File: src/rtl/s2p_pkg.sv
// Shared constants and types for the s2p family of serial-to-parallel deserialisers.
package s2p_pkg;

  localparam logic ORDER_MSB = 1'b1;
  localparam logic ORDER_LSB = 1'b0;

  localparam int S2P_WIDTH = 10;
  localparam int S2P_LANES = 1;

  typedef enum logic {
    OUT_EMPTY = 1'b0,
    OUT_FULL  = 1'b1
  } out_state_e;

  // A single-beat word still needs a one-bit counter so the port never collapses to zero width.
  function automatic int cnt_width(input int beats);
    return (beats > 1) ? $clog2(beats) : 1;
  endfunction

endpackage

File: src/rtl/s2p_out_reg.sv
// Valid/ready holding register for assembled words, with a sticky overflow flag
// raised whenever a new word arrives while the held one is still unconsumed.
module s2p_out_reg
  import s2p_pkg::*;
#(
  parameter int WIDTH = S2P_WIDTH
) (
  input  logic             clk_i,
  input  logic             rst_ni,
  input  logic             load_i,
  input  logic [WIDTH-1:0] word_i,
  input  logic             rdy_i,
  input  logic             ovfClr_i,
  output logic [WIDTH-1:0] dout_o,
  output logic             vld_o,
  output logic             ovf_o
);

  out_state_e       state_q, state_d;
  logic [WIDTH-1:0] data_q, data_d;
  logic             ovf_q, ovf_d;

  always_ff @(posedge clk_i or negedge rst_ni) begin
    if (!rst_ni) begin
      state_q <= OUT_EMPTY;
      data_q  <= '0;
      ovf_q   <= 1'b0;
    end else begin
      state_q <= state_d;
      data_q  <= data_d;
      ovf_q   <= ovf_d;
    end
  end

  // Clear is applied first so that a simultaneous overflow wins.
  always_comb begin
    state_d = state_q;
    data_d  = data_q;
    ovf_d   = ovf_q & ~ovfClr_i;
    case (state_q)
      OUT_EMPTY: begin
        if (load_i) begin
          state_d = OUT_FULL;
          data_d  = word_i;
        end
      end
      OUT_FULL: begin
        if (load_i) begin
          if (rdy_i) begin
            data_d = word_i;
          end else begin
            ovf_d = 1'b1;
          end
        end else if (rdy_i) begin
          state_d = OUT_EMPTY;
        end
      end
      default: state_d = OUT_EMPTY;
    endcase
  end

  assign dout_o = data_q;
  assign vld_o  = (state_q == OUT_FULL);
  assign ovf_o  = ovf_q;

endmodule

File: src/rtl/s2p_frame.sv
// Parametrised deserialiser: LANES bits per beat into WIDTH-bit words, selectable bit order,
// start-of-frame realignment and a holding register that reports dropped words via ovf.
module s2p_frame
  import s2p_pkg::*;
#(
  parameter int WIDTH = S2P_WIDTH,
  parameter int LANES = S2P_LANES
) (
  input  logic             clk,
  input  logic             rst_n,
  input  logic [LANES-1:0] din,
  input  logic             din_vld,
  input  logic             sof,
  input  logic             msb_first,
  output logic [WIDTH-1:0] dout,
  output logic             dout_vld,
  input  logic             dout_rdy,
  output logic             ovf,
  input  logic             ovf_clr,
  output logic             align_err
);

  localparam int             BEATS = WIDTH / LANES;
  localparam int             CW    = cnt_width(BEATS);
  localparam logic [CW-1:0]  LAST  = CW'(BEATS - 1);

  logic [WIDTH-1:0] shiftReg_q, shiftReg_d;
  logic [CW-1:0]    cnt_q, cnt_d;
  logic             order_q, order_d;
  logic             alignErr_q, alignErr_d;

  logic [WIDTH-1:0] base;
  logic [WIDTH-1:0] msbShift;
  logic [WIDTH-1:0] lsbShift;
  logic [CW-1:0]    beatIdx;
  logic             complete;

  // A sof beat is treated as beat 0 of an empty word, so leftovers never leak in.
  assign base    = sof ? '0 : shiftReg_q;
  assign beatIdx = sof ? '0 : cnt_q;

  generate
    if (BEATS == 1) begin : g_single
      assign msbShift = din;
      assign lsbShift = din;
    end else begin : g_multi
      assign msbShift = {base[WIDTH-LANES-1:0], din};
      assign lsbShift = {din, base[WIDTH-1:LANES]};
    end
  endgenerate

  always_comb begin
    shiftReg_d = shiftReg_q;
    cnt_d      = cnt_q;
    order_d    = order_q;
    alignErr_d = din_vld && sof && (cnt_q != '0);
    complete   = 1'b0;
    if (din_vld) begin
      if (beatIdx == '0) begin
        order_d = msb_first;
      end
      shiftReg_d = (order_d == ORDER_MSB) ? msbShift : lsbShift;
      complete   = (beatIdx == LAST);
      cnt_d      = complete ? '0 : beatIdx + CW'(1);
    end
  end

  always_ff @(posedge clk or negedge rst_n) begin
    if (!rst_n) begin
      shiftReg_q <= '0;
      cnt_q      <= '0;
      order_q    <= ORDER_LSB;
      alignErr_q <= 1'b0;
    end else begin
      shiftReg_q <= shiftReg_d;
      cnt_q      <= cnt_d;
      order_q    <= order_d;
      alignErr_q <= alignErr_d;
    end
  end

  assign align_err = alignErr_q;

  s2p_out_reg #(
    .WIDTH(WIDTH)
  ) u_out_reg (
    .clk_i   (clk),
    .rst_ni  (rst_n),
    .load_i  (complete),
    .word_i  (shiftReg_d),
    .rdy_i   (dout_rdy),
    .ovfClr_i(ovf_clr),
    .dout_o  (dout),
    .vld_o   (dout_vld),
    .ovf_o   (ovf)
  );

endmodule

File: config.mk
export PLATFORM = sky130hd
export DESIGN_NAME = s2p_frame
export DESIGN_NICKNAME = d
export VERILOG_FILES = /design/src/rtl/s2p_pkg.sv /design/src/rtl/s2p_out_reg.sv /design/src/rtl/s2p_frame.sv
export SDC_FILE = /design/constraint.sdc
export NUM_CORES = 1
export LEC_CHECK = 0
export CORE_ASPECT_RATIO = 1.5
export CORE_UTILIZATION = 35
export DETAILED_ROUTE_END_ITERATION = 16
export PLACE_DENSITY = 0.64
export SLEW_MARGIN = 15
export SYNTH_ARGS = -nofsm -noshare
export SYNTH_HDL_FRONTEND = slang
export SYNTH_SLANG_ARGS = --single-unit
export TNS_END_PERCENT = 20
File: constraint.sdc
create_clock -name clk -period 1.7 [get_ports clk]
set_input_delay 0.34 -clock clk [delete_from_list [all_inputs] [get_ports clk]]
set_output_delay 0.34 -clock clk [all_outputs]
set_load 0.01 [all_outputs]
-- Word level (Yosys, flattened, before mapping)
Cells that the tools add are included.
- register bits: 28
- output and inout bits: 13
- word-level logic and storage cells: 39
- add/subtract/negate cells: 1
- equality and inequality tests: 4
- mux-type cells: 19
- bitwise logic cells: 3
- reduce and logical (&&, ||, !) cells: 5
- operators by type and width (operator ; count):
    2-to-1 mux 10 bit ; 6
    case mux 10 bit (2 select lines) ; 1
    2-to-1 mux 1 bit ; 9
    2-to-1 mux 4 bit ; 2
    != test 2 bit, second input constant ; 3
    adder 4 x 1 -> 4 bit, second input constant ; 1
    == test 4 bit, second input constant ; 1
    zero test 4 bit ; 1
    nonzero test 4 bit ; 1
    AND reduction 3 bit ; 1
    logical AND 1 bit ; 2
    NOT 1 bit ; 2
    case mux 1 bit (2 select lines) ; 1
    AND 1 bit ; 1

-- Depth between registers and ports, before layout
Gate-level depths: netlist of run 1.
- depth after elaboration: 9
- gate-level depth with buffers: 6

-- By module
A second synthesis of run 1 with hierarchy kept.
- cell total of the unflattened synthesis: 166
- area, all modules: 1589.0 um^2
- modules (own cells, without submodules) (module ; times used ; cells an instance ; area an instance (um^2)):
    s2p_frame ; 1 ; 138 ; 1096.1
    s2p_out_reg ; 1 ; 28 ; 493.0

-- Worst setup path before layout of run 1
Ideal clock, no wire load.
- kind: register -> register
- start: register cnt_q[1]
- end: register shiftReg_q[8]
- library setup time: 0.134 ns
- arrival: 1.516 ns
- setup slack: 0.049 ns
- stages on the path, launching flop included: 7
- path buffers: 2
- period minus slack after synthesis: 1.651 ns
- path through: dfrtp_1 -> buf_2 -> o41ai_2 -> a21boi_2 -> buf_6 -> mux2i_1 -> o22ai_1
- word-level cells in the longest chain between the ends: 6
- ends and longest elaborated chain (element ; RTL line ; text):
    start, declared ; s2p_frame.sv:28 ; logic [CW-1:0] cnt_q, cnt_d;
    start signal, assigned ; s2p_frame.sv:76 ; cnt_q <= cnt_d;
    2-to-1 mux 4 bit ; s2p_frame.sv:40 ; assign beatIdx = sof ? '0 : cnt_q;
    zero test 4 bit ; s2p_frame.sv:59 ; if (beatIdx == '0) begin
    2-to-1 mux 1 bit ; s2p_frame.sv:59 ;
    2-to-1 mux 1 bit ; s2p_frame.sv:58 ; if (din_vld) begin
    2-to-1 mux 10 bit ; s2p_frame.sv:62 ; shiftReg_d = (order_d == ORDER_MSB) ? msbShift : lsbShift;
    2-to-1 mux 10 bit ; s2p_frame.sv:58 ;
    via shiftReg_d[8] ; s2p_frame.sv:27 ; logic [WIDTH-1:0] shiftReg_q, shiftReg_d;
    end signal, assigned ; s2p_frame.sv:75 ; shiftReg_q <= shiftReg_d;
    end, declared ; s2p_frame.sv:27 ;
The timed path passes the listed nets, and every way through them passes these cells. The select of a mux whose other input is x is not followed.
A chain may end at the register's enable or synchronous reset.

-- Worst setup path in the final report of run 1
- start: register cnt_q[2]
- end: register shiftReg_q[3]
The elaborated chain is that of the path after synthesis.

==> results of run 1 <==
-- flip-flops by register name (all words and copies together), names as in the netlist --
| register | count |
|---|---|
| cnt_q | 4 |
| u_out_reg.dout_o | 10 |
| shiftReg_q | 10 |
| order_q | 1 |
| u_out_reg.ovf_o | 1 |
| u_out_reg.vld_o | 1 |
| align_err | 1 |
-- layout make-up --
type                       count  area, sq um  share of cell area (%)
clock buffer                   3         41.3                    2.41
inverter                      11         41.3                    2.41
multi-input combinational     77          533                    31.0
sequential                    28          701                    40.8
tap                           42         52.6                    3.06
timing repair buffer          38          348                    20.3
-- worst max-delay path by stage --
stage	startpoint	endpoint	slack (ns)	cells after the start
global placement	din_vld	u_out_reg.dout_o[8]	-0.03	6
global route	cnt_q[2]	shiftReg_q[3]	-0.13	5
finish	cnt_q[2]	shiftReg_q[3]	-0.09	5
CTS	cnt_q[0]	shiftReg_q[1]	0.008	5
floorplan	cnt_q[1]	shiftReg_q[8]	0.05	6
detailed placement	sof	shiftReg_q[0]	-0.04	6
-- power by group through the flow --
| stage | combinational [uW] | sequential [uW] | clock [uW] |
|---|---|---|---|
| after floorplan | 237 | 820 | 0 |
| after detailed placement | 479 | 813 | 0 |
| after global placement | 470 | 808 | 0 |
| after global routing | 573 | 810 | 386 |
| final | 532 | 803 | 348 |
| after CTS | 498 | 801 | 365 |
-- Yosys cell counts (all sizes together) --
cell | n | area share [%]
a21oi | 2 | 0.79
a21o | 1 | 0.59
a22oi | 1 | 0.59
nand4b | 1 | 0.69
buf | 4 | 2.0
o32ai | 1 | 0.69
a2bb2oi | 1 | 0.69
o21ai | 13 | 5.1
nor2b | 1 | 0.49
dfrtp | 28 | 55
a21boi | 1 | 0.88
mux2 | 3 | 2.6
nand3 | 1 | 0.39
and4bb | 1 | 0.98
mux2i | 8 | 6.3
o22ai | 11 | 5.4
nand2 | 14 | 4.1
a22o | 1 | 0.69
nand2b | 3 | 1.5
clkbuf | 4 | 1.2
o41ai | 1 | 1.3
a31oi | 2 | 0.98
o21a | 1 | 0.59
nor4 | 1 | 0.98
nor2 | 8 | 2.4
inv | 11 | 3.2
-- metrics by stage --
step | setup TNS [ns] | utilization (%)
after global placement | -0.124 | 47.0
after global routing | -1.35 | 49.8
after floorplan | 0 | -
after detailed placement | -0.223 | 47.0
after CTS | 0 | 48.6
final | -0.394 | 49.8
-- layer usage --
metal | up-vias | share of wire [%] | wire [microns] | global-route usage (%)
met4 | 0 | 2.0 | 56 | 7.30
li1 | 498 | - | - | -
met1 | 503 | 40 | 1110 | 17.2
met5 | - | 0 | 0 | 0
met3 | 5 | 2.6 | 71 | 1.81
met2 | 22 | 55 | 1520 | 26.7
-- critical path, stage by stage, from the launching register on --
cell and delay [ns]:
dfrtp_1 0.40, o41ai_2 0.42, a21boi_4 0.28, buf_12 0.17, mux2i_1 0.25, o22ai_1 0.12
-- repair_timing --
| action | 4_1_cts | 5_1_grt |
|---|---|---|
| setup buffers | 1 | 1 |
| pin swaps | 1 | 2 |
| gates resized for setup | 2 | 6 |
| setup endpoints to repair | 4 | 17 |
| hold endpoints to repair | 0 | 0 |
-- cells by family (layout without fill, tap and decap cells) --
group | after synthesis | after routing | synth area share (%)
simple gates | 30 | 30 | 11.5
mux | 11 | 11 | 8.93
flops | 28 | 28 | 55.0
buf+inv | 19 | 52 | 6.38
compound gates | 36 | 36 | 18.3
==> impl_metrics.env, run 1 <==
export IMPL_rsz0062_at_grt="yes"
export IMPL_p_comb_share_pct=31.6
export IMPL_vias=1028
export IMPL_drc=0
export IMPL_hold_viol=0
export IMPL_worst_pin_slew_ns=0.357
export IMPL_irDropWorstVdd_mv=0.553
export IMPL_p_clk_share_pct=20.7
export IMPL_critical_path_class="flip-flop to flip-flop"
export IMPL_ys_seq_elements=28
export IMPL_dpl_hpwl_microns=1910
export IMPL_placed_cell_area_sq_um=1620
export IMPL_syn_num_nets=132
export IMPL_gr_total_overflow=0
export IMPL_drt_pre_antenna_iters=4
export IMPL_hold_ws_ns=0.438
export IMPL_avgSynthCellArea_sq_um=10.3
export IMPL_cp_max_fo=10
export IMPL_ant_nets=0
export IMPL_area_growth_pct=34.6
export IMPL_crit_required_ns=1.83
export IMPL_clock_latency_ns=0.27
export IMPL_first_iter_violations=14
export IMPL_io_buffers=20
export IMPL_coreArea_sq_um=3450
export IMPL_final_cells=199
export IMPL_rows=26
export IMPL_die_width_microns=51.3
export IMPL_fin_nets=167
export IMPL_placed_cells=194
export IMPL_grt_pass1_wl_microns=4490
export IMPL_max_slew_margin_rel_pct=76.2
export IMPL_p_sw_share_pct=28.5
export IMPL_failed_checks="setup timing"
export IMPL_cts_made_buffers=3
export IMPL_p_int_uw=1200
export IMPL_cts_sinks=28
export IMPL_post_place_ws_ns=-0.0437
export IMPL_worst_ep_arrival_time_ns=1.92
export IMPL_p_per_area_nw_per_um2=980
export IMPL_hold_path_class="input port to asynchronous set/reset pin"
export IMPL_fin_crit_sh_pct=105
export IMPL_fillers=326
export IMPL_fin_skew_ns=0.00327
export IMPL_drive_gt1_share_pct=18.5
export IMPL_cts_hold_buf=0
export IMPL_synthesis_area_sq_um=1270
export IMPL_p_seq_share_pct=47.7
export IMPL_synth_cell_types=30
export IMPL_ys_seq_area_share_pct=55.0
export IMPL_wl_per_cell_microns=13.9
export IMPL_period_minus_slack_ns=1.79
export IMPL_setup_viol=15
export IMPL_fp_dieH_microns=75.9
export IMPL_leakagePower_uw=0.000743
export IMPL_maxCapViolations=0
export IMPL_fin_ws_ns=-0.0868
export IMPL_fmax_ghz=0.560
export IMPL_cts_clk_slew_worst_paths_ns=0.09
export IMPL_fin_area_sq_um=1720
export IMPL_antenna_found_initial=0
export IMPL_final_cell_mix="dfrtp_1 (28), clkdlybuf4s50_1 (20), buf_4 (17)"
export IMPL_r2r_start="cnt_q[2]"
export IMPL_gp_congestion=0.801
export IMPL_grt_pass1_vias=1038
export IMPL_initial_core_util_pct=37.0
export IMPL_r2r_end="shiftReg_q[3]"
export IMPL_total_power_uw=1680
export IMPL_clockBufferDepth=2
export IMPL_p_switching_uw=479
export IMPL_setup_worst_path_start_class="flip-flop"
export IMPL_diodes=0
export IMPL_grt_usage_pct=15.1
export IMPL_drv_slew=0
export IMPL_worst_r2r_setup_slack_ns=-0.09
export IMPL_final_common_cell="dfrtp_1"
export IMPL_worst_setup_path_end_kind="flip-flop"
export IMPL_rr_worst_depth=5
export IMPL_yosys_warnings=0
export IMPL_dieArea_sq_um=3890
export IMPL_via_per_inst=5.17
export IMPL_finalWirelength_microns=2760
export IMPL_cts_root_buf="clkbuf_8"
export IMPL_syn_inst=124
export IMPL_status="finished with violations"
export IMPL_htree_levels=1
export IMPL_ios=21
export IMPL_grt_max_degree=29
export IMPL_cts_tree="built"
No activity file was read; power rests on OpenSTA's default activity.
==> run 2: changes to the inputs <==
--- a/config.mk
+++ b/config.mk
@@ -6,9 +6,9 @@
 export NUM_CORES = 1
 export LEC_CHECK = 0
 export CORE_ASPECT_RATIO = 1.5
-export CORE_UTILIZATION = 35
+export CORE_UTILIZATION = 46
 export DETAILED_ROUTE_END_ITERATION = 16
-export PLACE_DENSITY = 0.64
+export PLACE_DENSITY = 0.79
 export SLEW_MARGIN = 15
 export SYNTH_ARGS = -nofsm -noshare
 export SYNTH_HDL_FRONTEND = slang
==> run 2 against run 1 <==
Against the previous run: the run still ends with setup timing left; non-clock buffer count shrank 2; sequential share of layout area down 0.82 points; worst setup slack worse by 0.0054 ns; register-to-register slack about the same; critical path type unchanged; final area up 2.0%; global-route usage increased by 5.6 points; critical endpoint unchanged; sequential power hardly changed.
==> impl_metrics.env, run 2 (synthesis gave the netlist of run 1 again) <==
export IMPL_status="finished with violations"
export IMPL_failed_checks="setup timing"
export IMPL_cts_made_buffers=3
export IMPL_drt_met1_wl_microns=1130
export IMPL_fin_util_pct=66.2
export IMPL_cp_max_fo=10
export IMPL_hold_viol=0
export IMPL_drive_gt1_share_pct=20.5
export IMPL_cts_clk_slew_worst_paths_ns=0.09
export IMPL_gr_total_overflow=0
export IMPL_fp_dieH_microns=66.5
export IMPL_worst_pin_slew_ns=0.347
export IMPL_rows=23
export IMPL_dieArea_sq_um=2990
export IMPL_max_stage_delay_ns=0.43
export IMPL_setup_viol=18
export IMPL_total_power_uw=1780
export IMPL_initial_core_util_pct=48.2
export IMPL_hold_path_class="input port to asynchronous set/reset pin"
export IMPL_slowest_stage="dfrtp_1"
export IMPL_path_buf_inv=1
export IMPL_grt_usage_pct=20.7
export IMPL_worst_setup_path_end_kind="flip-flop"
export IMPL_setup_worst_path_start_class="flip-flop"
export IMPL_grt_max_degree=29
export IMPL_dpl_hpwl_microns=1920
export IMPL_crit_start="cnt_q[2]"
export IMPL_ios=21
export IMPL_drv_slew=0
export IMPL_max_slew_margin_rel_pct=76.9
export IMPL_final_common_cell="dfrtp_1"
export IMPL_clockBufferDepth=2
export IMPL_fin_crit_sh_pct=105
export IMPL_period_minus_slack_ns=1.79
export IMPL_drc=0
export IMPL_ant_nets=0
export IMPL_rsz0062_at_grt="yes"
export IMPL_io_buffers=20
export IMPL_wl_met2_microns=1540
export IMPL_met3WireLength_microns=90
export IMPL_cts_tree="built"
export IMPL_leakagePower_uw=0.000737
export IMPL_antenna_found_initial=0
export IMPL_wl_per_cell_microns=14.7
export IMPL_coreArea_sq_um=2650
export IMPL_worst_ep_arrival_time_ns=1.94
export IMPL_critPathTopFamily="compound AO/OA/AOI/OAI gates"
export IMPL_gp_congestion=0.799
export IMPL_vias=1021
export IMPL_cts_sinks=28
export IMPL_critical_path_class="flip-flop to flip-flop"
export IMPL_crit_required_ns=1.85
export IMPL_r2r_start="cnt_q[2]"
export IMPL_first_iter_violations=18
export IMPL_via_per_inst=5.29
export IMPL_fin_nets=165
export IMPL_p_per_area_nw_per_um2=1010
export IMPL_dr_max_layer_used="met4"
export IMPL_fillers=210
export IMPL_cp_cell_sequence="o41ai_4 -> a21boi_4 -> buf_12 -> mux2i_2 -> o22ai_1"
export IMPL_clock_latency_ns=0.28
export IMPL_maxCapViolations=0
export IMPL_ff_latch_area_sq_um=701
export IMPL_drt_pre_antenna_iters=4
export IMPL_grt_pass1_wl_microns=4460
export IMPL_fin_skew_ns=0.00400
export IMPL_multi_input_area_sq_um=572
export IMPL_irDropWorstVdd_mv=0.599
export IMPL_final_cell_mix="dfrtp_1 (28), clkdlybuf4s50_1 (20), nand2_1 (14), buf_4 (14)"
export IMPL_finalWirelength_microns=2830
export IMPL_fin_ws_ns=-0.0922
export IMPL_cts_root_buf="clkbuf_8"
export IMPL_diodes=0
export IMPL_area_growth_pct=37.4
export IMPL_die_width_microns=45.0
export IMPL_grt_pass1_vias=1029
export IMPL_fmax_ghz=0.558
export IMPL_htree_levels=1
[run 2: through the flow]
step	std cells	TNS (ns)	worst slack [ns]	instance area [sq um]	hold WS, ns
2_1_floorplan	124	0	0.0491	1270	0.0444
3_3_place_gp	187	-0.312	-0.0524	1600	0.468
3_5_place_dp	187	-0.859	-0.0720	1600	0.474
4_1_cts	193	-0.00986	-0.00476	1710	0.450
5_1_grt	193	-1.92	-0.147	1750	0.460
6_report	193	-0.856	-0.0922	1750	0.433
[run 2: path summary, 6_finish.rpt]
path | end | slack (ns) | cells after the start
setup / recovery | shiftReg_q[3] | -0.09 | 5
hold / removal | shiftReg_q[3] | 0.43 | 2
setup reg to reg | shiftReg_q[3] | -0.09 | 5
hold reg to reg | u_out_reg.dout_o[5] | 0.49 | 2
max in group asynchronous | shiftReg_q[7] | 1.01 | 2
min in group clk | u_out_reg.dout_o[5] | 0.49 | 2
[run 2: where the power goes]
group / switching [uW] / leakage [uW] / internal, uW
Clock: 206 / 0.0000288 / 208
Combinational: 253 / 0.000332 / 304
Sequential: 60.1 / 0.000376 / 745
[run 2: timing repair]
action,in CTS,in global routing
hold buffers,0,0
gates resized for setup,6,8
endpoints found under the setup margin,19,18
pin swaps,2,4
setup buffers,2,0
[run 2: layer usage]
layer / global-route usage (%) / vias to the layer above
met2: 35.3 / 30
met3: 2.98 / 7
met4: 11.4 / 0
met1: 24.0 / 490
met5: 0 / -
li1: - / 494
[run 2: layout make-up]
cell class	count	area share, %
Clock buffer	4	3.14
Inverter	11	2.36
Multi-Input combinational cell	77	32.6
Sequential cell	28	40.0
Tap cell	37	2.64
Timing Repair Buffer	36	19.2
==> run 3: changes to the inputs <==
--- a/config.mk
+++ b/config.mk
@@ -5,10 +5,12 @@
 export SDC_FILE = /design/constraint.sdc
 export NUM_CORES = 1
 export LEC_CHECK = 0
+export CELL_PAD_IN_SITES_DETAIL_PLACEMENT = 1
+export CELL_PAD_IN_SITES_GLOBAL_PLACEMENT = 1
 export CORE_ASPECT_RATIO = 1.5
-export CORE_UTILIZATION = 46
+export CORE_UTILIZATION = 43
 export DETAILED_ROUTE_END_ITERATION = 16
-export PLACE_DENSITY = 0.79
+export PLACE_DENSITY = 0.88
 export SLEW_MARGIN = 15
 export SYNTH_ARGS = -nofsm -noshare
 export SYNTH_HDL_FRONTEND = slang
==> constraint.sdc (replaced) <==
create_clock -name clk -period 2.3 [get_ports clk]
set_input_delay 0.46 -clock clk [delete_from_list [all_inputs] [get_ports clk]]
set_output_delay 0.46 -clock clk [all_outputs]
set_load 0.01 [all_outputs]
==> run 3 against run 2 <==
Against the previous run: the run now ends clean; power fell by 27%; final area fell by 9.2%; sequential cell count did not move; maximum frequency fell by 8.7%; critical path depth did not move; sequential power fell by 25%; final cell count fell by 5.7%; core utilization fell by 8.0 points.
==> impl_metrics.env, run 3 (synthesis gave the netlist of run 1 again) <==
export IMPL_status="finished clean"
export IMPL_cts_resized=0
export IMPL_wl_per_cell_microns=16.5
export IMPL_grt_pass1_wl_microns=4810
export IMPL_io_buffers=20
export IMPL_path_buf_inv=1
export IMPL_die_width_microns=46.5
export IMPL_critPathTopFamily="simple AND/OR/NAND/NOR gates"
export IMPL_cts_sinks=28
export IMPL_finalWirelength_microns=3000
export IMPL_maxCapViolations=0
export IMPL_drive_gt1_share_pct=8.97
export IMPL_cp_max_fo=11
export IMPL_cts_made_buffers=3
export IMPL_critical_path_class="flip-flop to flip-flop"
export IMPL_period_minus_slack_ns=1.96
export IMPL_grt_max_degree=29
export IMPL_leakagePower_uw=0.000691
export IMPL_max_stage_delay_ns=0.50
export IMPL_hold_ws_ns=0.494
export IMPL_gr_total_overflow=0
export IMPL_fin_nets=154
export IMPL_setup_viol=0
export IMPL_vias=1000
export IMPL_total_power_uw=1290
export IMPL_hold_depth=2
export IMPL_cts_root_buf="clkbuf_8"
export IMPL_fin_skew_ns=0.00266
export IMPL_antenna_found_initial=0
export IMPL_setup_tns_ns=0
export IMPL_cts_tree="built"
export IMPL_drv_slew=0
export IMPL_cts_hold_buf=0
export IMPL_dieArea_sq_um=3190
export IMPL_area_growth_pct=24.7
export IMPL_ios=21
export IMPL_diodes=0
export IMPL_p_per_area_nw_per_um2=811
export IMPL_ant_nets=0
export IMPL_cp_cell_sequence="nor4_2 -> a21boi_2 -> buf_4 -> o32ai_1 -> mux2_2"
export IMPL_final_common_cell="dfrtp_1"
export IMPL_rr_worst_depth=5
export IMPL_fin_crit_sh_pct=85.4
export IMPL_htree_levels=1
export IMPL_grt_usage_pct=21.4
export IMPL_r2r_end="shiftReg_q[9]"
export IMPL_hold_path_class="flip-flop to flip-flop"
export IMPL_setup_worst_path_start_class="flip-flop"
export IMPL_slowest_stage="nor4_2"
export IMPL_worst_ep_arrival_time_ns=2.18
export IMPL_min_delay_start="u_out_reg.dout_o[6]"
export IMPL_final_cell_mix="dfrtp_1 (28), clkdlybuf4s50_1 (20), nand2_1 (14)"
export IMPL_hold_viol=0
export IMPL_dpl_hpwl_microns=2210
export IMPL_drt_pre_antenna_iters=3
export IMPL_max_slew_margin_rel_pct=69.1
export IMPL_worst_setup_path_end_kind="flip-flop"
export IMPL_irDropWorstVdd_mv=0.577
export IMPL_r2r_start="cnt_q[2]"
export IMPL_whs_endpoint="u_out_reg.dout_o[6]"
export IMPL_cts_clk_slew_worst_paths_ns=0.09
export IMPL_clockBufferDepth=2
export IMPL_rows=23
export IMPL_worst_r2r_setup_slack_ns=0.34
export IMPL_clock_latency_ns=0.28
export IMPL_rsz0062_at_grt="no"
export IMPL_via_per_inst=5.49
export IMPL_initial_core_util_pct=46.6
export IMPL_worst_pin_slew_ns=0.459
export IMPL_gp_congestion=0.752
export IMPL_fp_dieH_microns=68.7
export IMPL_fmax_ghz=0.509
export IMPL_drc=0
export IMPL_grt_pass1_vias=1092
export IMPL_first_iter_violations=10
export IMPL_post_cts_buffers=0
export IMPL_fillers=306
export IMPL_crit_required_ns=2.52
export IMPL_coreArea_sq_um=2730
## run 3: changes by cell type in the layout (fill, tap and decap cells not counted), sizes merged
cell    before  now
buf         16    5
bufinv       0    1
clkbuf       4    3
## run 3: how the worst max path moves through the flow
| stage | from | endpoint | slack (ns) | cells after the start |
|---|---|---|---|---|
| final | cnt_q[2] | shiftReg_q[9] | 0.34 | 5 |
| after global routing | cnt_q[2] | shiftReg_q[9] | 0.23 | 5 |
| after CTS | cnt_q[2] | shiftReg_q[9] | 0.33 | 5 |
| after detailed placement | sof | u_out_reg.dout_o[7] | 0.30 | 6 |
| after global placement | sof | u_out_reg.dout_o[2] | 0.38 | 6 |
| after floorplan | cnt_q[1] | shiftReg_q[8] | 0.65 | 6 |
## run 3: metrics by stage
stage	instance area, sq um	utilization [%]	instances	worst slack [ns]
global route	1590	58.2	182	0.228
detailed placement	1520	55.6	178	0.303
finish	1590	58.2	182	0.337
floorplan	1270	-	124	0.649
CTS	1590	58.2	182	0.331
global placement	1520	55.6	178	0.380
## run 3: tightest hold or removal path: stages (launching register included)
cell     delay, ns
dfrtp_1       0.36
nand2_1       0.05
o21ai_1       0.06
## run 3: area by class of cell
cell class	count	area (sq um)	area share (%)
inverter	11	41.3	2.60
tap	37	46.3	2.91
sequential	28	701	44.1
clock buffer	3	41.3	2.60
clock inverter	1	30.0	1.89
multi-input combinational	77	493	31.0
timing repair buffer	25	238	14.9
## run 3: metal layers
layer,track usage [%],wire length (microns)
met5,0,0
met4,7.72,45
met3,2.34,46
met1,21.6,1130
met2,42.4,1780
## run 3: where the power goes
part / leakage (uW) / switching, uW / internal (uW)
Sequential: 0.000376 / 56.9 / 550
Clock: 0.0000357 / 156 / 233
Combinational: 0.000279 / 142 / 152
Total: 0.000691 / 355 / 935
